<file path="src/rtl/decod_scan_n.sv">
// decod_scan_n: registered SEL_W-to-2^SEL_W one-hot decoder with an
// auto-scan mode that rotates the active bit with a programmable dwell.
// Optional build macro DECOD_SCAN_ACTIVE_LOW_EN drives `out` active-low
// (inactive value all ones, active bit 0); idx and wrap are unaffected.
module decod_scan_n #(
    parameter int SEL_W   = 3,
    parameter int DWELL_W = 16
) (
    input  logic                    clk,
    input  logic                    reset,
    input  logic                    en,
    input  logic                    mode,
    input  logic                    hold,
    input  logic [SEL_W-1:0]        sel,
    input  logic [DWELL_W-1:0]      dwell,
    output logic [(1<<SEL_W)-1:0]   out,
    output logic [SEL_W-1:0]        idx,
    output logic                    wrap
);

    localparam int OUT_W = 1 << SEL_W;

`ifdef DECOD_SCAN_ACTIVE_LOW_EN
    localparam logic [OUT_W-1:0] OUT_INV = '1;
`else
    localparam logic [OUT_W-1:0] OUT_INV = '0;
`endif

    typedef enum logic [1:0] {
        IDLE   = 2'd0,
        DIRECT = 2'd1,
        SCAN   = 2'd2
    } state_t;

    state_t               state_q, state_d;
    logic [OUT_W-1:0]     out_q, out_d;
    logic [SEL_W-1:0]     idx_q, idx_d;
    logic [DWELL_W-1:0]   cnt_q, cnt_d;
    logic                 wrap_q, wrap_d;

    // State and datapath registers, asynchronously cleared by reset.
    always_ff @(posedge clk or posedge reset) begin
        if (reset) begin
            state_q <= IDLE;
            out_q   <= OUT_INV;
            idx_q   <= '0;
            cnt_q   <= '0;
            wrap_q  <= 1'b0;
        end else begin
            state_q <= state_d;
            out_q   <= out_d;
            idx_q   <= idx_d;
            cnt_q   <= cnt_d;
            wrap_q  <= wrap_d;
        end
    end

    // Next state is re-evaluated every cycle from en and mode alone.
    always_comb begin
        state_d = IDLE;
        if (en) begin
            state_d = mode ? SCAN : DIRECT;
        end
    end

    // Next datapath values; out is always the decode of the next idx.
    // A SCAN cycle following a non-SCAN cycle restarts at position 0.
    always_comb begin
        idx_d  = '0;
        cnt_d  = '0;
        wrap_d = 1'b0;
        unique case (state_d)
            DIRECT: begin
                idx_d = sel;
            end
            SCAN: begin
                if (state_q != SCAN) begin
                    idx_d = '0;
                end else if (hold) begin
                    idx_d = idx_q;
                    cnt_d = cnt_q;
                end else if (cnt_q >= dwell) begin
                    // >= so a dwell lowered below cnt advances at once
                    idx_d  = idx_q + 1'b1;
                    wrap_d = &idx_q;
                end else begin
                    idx_d = idx_q;
                    cnt_d = cnt_q + 1'b1;
                end
            end
            default: begin
                idx_d = '0;
            end
        endcase
        if (state_d == IDLE) begin
            out_d = OUT_INV;
        end else begin
            out_d = (OUT_W'(1) << idx_d) ^ OUT_INV;
        end
    end

    assign out  = out_q;
    assign idx  = idx_q;
    assign wrap = wrap_q;

endmodule

</file>
<file path="config.mk">
export PLATFORM = sky130hd
export DESIGN_NAME = decod_scan_n
export DESIGN_NICKNAME = d
export VERILOG_FILES = /design/src/rtl/decod_scan_n.sv
export SDC_FILE = /design/constraint.sdc
export NUM_CORES = 1
export LEC_CHECK = 0
export BUFFER_PORTS_ARGS = -buffer_cell sky130_fd_sc_hd__buf_2
export CAP_MARGIN = 15
export CORE_MARGIN = 2
export CORE_UTILIZATION = 55
export DETAILED_ROUTE_END_ITERATION = 6
export PLACE_DENSITY = 0.79
export SYNTH_ARGS = -nofsm -noshare
export SYNTH_HDL_FRONTEND = slang
export SYNTH_SLANG_ARGS = --single-unit
</file>
<file path="constraint.sdc">
create_clock -name clk -period 3.7 [get_ports clk]
set_input_delay 0 -clock clk [delete_from_list [all_inputs] [get_ports clk]]
set_output_delay 0 -clock clk [all_outputs]
set_load 0.005 [all_outputs]
</file>
==> results of run 1 <==
==> worst reg2reg max path: stages (launching register included) <==
cell      delay (ps)
dfrtp_1          440
ha_1             330
nand4_2          160
or4_4            570
o32a_4           370
nand2_2          130
mux2i_2          370
inv_2            110
a311oi_1         240
==> layout by cell type (no fill, tap or decap), drive strengths merged, types with 2 or more instances in the layout <==
cell         netlist  routed
buf                3      36
dfrtp             30      30
nand2             23      23
inv               22      22
ha                19      19
o21ai             19      19
a21oi             11      11
a21o              10      10
nor2               9       9
nor3b              8       8
nor3               8       8
nand3              8       8
clkbuf             2       6
nor4               4       4
dlygate4sd3        0       4
mux2i              4       4
nor2b              3       3
nand4              3       3
o21a               2       2
or3                2       2
and3               2       2
or4                2       2
and2               2       2
or2                2       2
==> where the power goes <==
group / internal, mW / switching [mW]
clock: 0.0912 / 0.122
combinational: 0.0294 / 0.0368
sequential: 0.332 / 0.00338
total: 0.453 / 0.162
==> per-stage QoR <==
step / std cells / setup WS, ps
after global placement: 290 / 1010
after global routing: 302 / 755
final: 302 / 890
after detailed placement: 290 / 938
after CTS: 302 / 910
after floorplan: 213 / 1110
==> kinds of logic (layout without fill, tap and decap cells) <==
group	count (synthesis)	after routing	share of synthesized area, %
mux	5	5	2.79
simple gates	79	79	21.8
compound gates	52	52	19.2
fa+ha+maj	19	19	12.0
xor+xnor	1	1	0.444
buf+inv	27	70	5.71
flops	30	30	38.0
==> sequential cells by signal (all words and copies together), names as in the netlist <==
register,count
cnt_q,16
out,8
idx,3
state_q,2
wrap,1
==> layout make-up <==
cell class / count / area, um^2 / share of cell area (%)
clock buffer: 6 / 51.3 / 2.24
tap: 46 / 57.6 / 2.52
sequential: 30 / 751 / 32.8
clock inverter: 2 / 12.5 / 0.547
inverter: 22 / 82.6 / 3.61
multi-input combinational: 156 / 1110 / 48.5
timing repair buffer: 40 / 223 / 9.74
==> metal layers <==
metal	vias to the layer above	GRT usage, %	part of all wire, %	wire, um
met5	-	0	0	0
met4	0	7.88	1.6	68
met3	8	4.40	5.6	233
met2	54	36.1	46	1880
met1	773	30.8	47	1940
li1	845	-	-	-
==> worst max path at each step <==
stage | startpoint | endpoint | slack [ps] | depth (start not counted)
4_1_cts | cnt_q[13] | out[1] | 910 | 8
3_3_place_gp | cnt_q[13] | out[1] | 1010 | 8
6_report | cnt_q[13] | out[1] | 890 | 8
2_1_floorplan | cnt_q[13] | out[1] | 1110 | 8
3_5_place_dp | cnt_q[13] | out[1] | 940 | 8
5_1_grt | cnt_q[0] | cnt_q[6] | 750 | 8
==> metrics.yaml, run 1 <==
pwr:
  power.density_nw_per_um2: 269
  ir_worst_vdd_uv: 167
  p_total_uw: 615
  p_leak_nw: 1.22
clock_network:
  clk_pin_slew_ps: 100
  root_buffer: "clkbuf_4"
  clk_latency_ps: 340
  postCtsHoldBufs: 4
  cts.sinks: 30
  htree_levels: 2
  cts_tree: "yes"
  cts_buffers: 5
  post-cts-setup-buffers: 0
  cts_resized: 0
  clockBufferDepth: 2
final_layout:
  fin_util_pct: 67.5
  nNetsFinal: 298
  finish.instance_area_um2: 2290
  area_growth_syn_to_layout_pct: 15.9
  drive_above_1_share_pct: 22.3
  antenna_cells: 0
  fill_cells: 283
synthesis:
  yosysTopAreaCellShare_pct: 38.0
  syn_inst: 213
  synth_flop_cell: "dfrtp_1"
  avgSynthCellArea_um2: 9.26
  synth_common_cells: "dfrtp_1 (30), nand2_1 (22), inv_1 (21), ha_1 (19)"
  yosys.cell_types.count: 51
  synth_edf_count: 0
  ys_seq_elements: 30
  yosys.area.top_type: "dfrtp_1"
  seq_area_frac_synth_pct: 38.0
  async_reset_ff_share_pct: 100
  synth_warnings: 0
  synth_fp_nets: 256
  synthesis.area_um2: 1970
  synthTopCellsByArea: "dfrtp_1 (38%), ha_1 (12%), nand2_1 (4.2%)"
  synthMostInstantiatedCell: "dfrtp_1"
timing:
  timing.fmax_mhz: 356
  finalCritPeriodShare_pct: 75.9
  skew_ps: 8.90
  period_needed_ps: 2810
  finalSetupViolCount: 0
  rsz0062_at_grt: "false"
  hold_violations: 0
  hold_ws_ps: 13.1
  tightest_slew_ps: 515
  tns_ps: 0
  slew_headroom_pct: 65.4
  slew_violations: 0
drt:
  drc: 0
  dr.pass1.iters: 6
  routed_wl_mm: 4.12
  drt_iter0_markers: 97
  vias: 1680
  wl_per_cell_um: 13.7
  ant_nets: 0
  vias_per_cell: 5.56
global_route:
  track_usage_pct: 22.6
  grt_pass1_wl_mm: 7.14
  antenna_found_initial: 0
  grt_overflow_total: 0
  grt_pass1_vias: 1608
  grt_max_degree: 31
placed_design:
  dpl_cell_area_um2: 2180
  globalplace.congestion: 0.879
  hpwl_mm: 3.10
  io_buffers: 35
floorplan:
  dieArea_um2: 4080
  die_h_um: 63.9
  coreArea_um2: 3390
  io_pins: 36
  fp-row-count: 21
  start_util_pct: 58.2
  die_w_um: 63.9
setup_path:
  r2r_end: "out[1]"
  critPathCaptureType: "flip-flop"
  path_cells: "ha_1 > nand4_2 > or4_4 > o32a_4 > nand2_2 > mux2i_2 > inv_2 > a311oi_1"
  cpPeakStageDelay_ps: 570
  crit_slowest_cell: "or4_4"
  cp_max_fo: 5
  start_kind: "flip-flop"
  path_class: "reg -> reg"
  r2r-start: "cnt_q[13]"
  cp_num_buf_inv: 1
  r2r_setup_slack_ps: 890
  cpLargestDelayFamily: "simple AND/OR/NAND/NOR gates"
  arrival_ps: 3060
  critPathRequiredTime_ps: 3950
  r2r_cells: 8
run:
  cap_violations: 0
hold_path:
  whs_path_depth: 3
  hold_path_class: "in -> reg"
  hold_start: "hold"
  hold_end: "cnt_q[7]"
run_status:
  outcome: "finished, final reports clean"
Power figures use the tool's default switching activity.
==> inputs of run 2 (changes only) <==
==> constraint.sdc (replaced) <==
create_clock -name clk -period 2.8 [get_ports clk]
set_input_delay 0 -clock clk [delete_from_list [all_inputs] [get_ports clk]]
set_output_delay 0 -clock clk [all_outputs]
set_load 0.005 [all_outputs]
==> metrics.yaml, run 2 (synthesis results as in run 1) <==
timing:
  slew_headroom_pct: 70.1
  finalCritPeriodShare_pct: 95.7
  rsz0062_at_grt: "false"
  slew_violations: 0
  finalSetupViolCount: 0
  skew_ps: 10.5
  hold_violations: 0
  tightest_slew_ps: 436
  tns_ps: 0
  timing.fmax_mhz: 373
  period_needed_ps: 2680
  hold_ws_ps: 75.1
floorplan:
  io_pins: 36
  die_w_um: 63.9
  dieArea_um2: 4080
  start_util_pct: 58.2
  die_h_um: 63.9
  fp-row-count: 21
  coreArea_um2: 3390
setup_path:
  cp_max_fo: 5
  critPathRequiredTime_ps: 3050
  start_kind: "flip-flop"
  path_class: "reg -> reg"
  critPathCaptureType: "flip-flop"
  arrival_ps: 2930
drt:
  dr.pass1.iters: 4
  drc: 0
  vias_per_cell: 5.37
  drt_iter0_markers: 93
  vias: 1654
  ant_nets: 0
  wl_per_cell_um: 13.1
  routed_wl_mm: 4.04
clock_network:
  cts_tree: "yes"
  post-cts-setup-buffers: 0
  htree_levels: 2
  clockBufferDepth: 2
  root_buffer: "clkbuf_4"
  cts_buffers: 5
  cts.sinks: 30
  clk_latency_ps: 340
  clk_pin_slew_ps: 100
pwr:
  p_total_uw: 812
  p_leak_nw: 1.25
  power.density_nw_per_um2: 347
  ir_worst_vdd_uv: 328
final_layout:
  multi_input_area_um2: 1120
  layout.cells.most_common: "buf_2"
  antenna_cells: 0
  nNetsFinal: 304
  largest_register: "cnt_q"
  fin_util_pct: 69.1
  largest_reg_flops: 16
  final_cell_mix: "buf_2 (35), dfrtp_1 (30), nand2_1 (22), inv_1 (21), ha_1 (19)"
  drive_above_1_share_pct: 24.0
  area_growth_syn_to_layout_pct: 18.6
  regArea_um2: 751
  fill_cells: 283
hold_path:
  hold_path_class: "in -> reg"
run:
  cap_violations: 0
placed_design:
  hpwl_mm: 3.14
  globalplace.congestion: 0.824
  io_buffers: 35
global_route:
  gr-usage-met3_pct: 5.99
  antenna_found_initial: 0
  grt_pass1_vias: 1580
  track_usage_pct: 22.6
  gr-max-usage-layer: "met2"
  grt_overflow_total: 0
  use_met2_pct: 34.8
  grt_pass1_wl_mm: 7.00
  grt_max_degree: 31
  met1_usage_pct: 30.0
run_status:
  outcome: "finished, final reports clean"
run 2: worst max-delay path, cell delays in order (launching register included):
cell,delay [ps]
dfrtp_1,430
ha_1,330
nand4_1,180
or4_4,560
o32a_4,370
nand2_2,130
mux2i_2,260
inv_2,90
a311oi_2,240
run 2: path summary, 6_finish.rpt:
kind	cells past startpoint	slack [ps]	start	endpoint
max in group asynchronous	4	2260	reset	state_q[0]
worst max register to register	8	120	cnt_q[11]	out[1]
worst min-delay path	5	80	sel[1]	idx[1]
min in group asynchronous	4	260	reset	out[0]
worst max-delay path	8	120	cnt_q[11]	out[1]
worst min register to register	1	540	cnt_q[15]	cnt_q[15]
run 2: report_power, final:
| group | internal (mW) | leakage, nW | switching (mW) |
|---|---|---|---|
| Sequential | 0.439 | 0.413 | 0.00449 |
| Clock | 0.121 | 0.0343 | 0.158 |
| Combinational | 0.0412 | 0.802 | 0.0488 |
run 2: repair_timing:
action | 4_1_cts | 5_1_grt
hold endpoints to repair | 34 | 0
hold buffers | 5 | 0
resized for setup | 0 | 1
endpoints found under the setup margin | 0 | 1
run 2: cell type report:
cell class	instances	share of cell area, %
multi-input cells	156	47.7
flip-flops and latches	30	32.1
repair buffers	46	11.5
inverters	22	3.53
well taps	46	2.46
clock buffers	6	2.19
clock inverters	2	0.534
run 2: per-layer routing:
layer	vias up	part of all wire, %
met5	-	0
met4	0	1.8
met3	6	2.9
met2	24	47
met1	762	48
li1	862	-
run 2: per-stage QoR:
step           area, um^2  worst slack [ps]  cells
4_1_cts              2330              82.7    308
5_1_grt              2340              1.14    308
6_report             2340               120    308
3_5_place_dp         2220               105    295
2_1_floorplan        1970               213    213
3_3_place_gp         2220               206    295
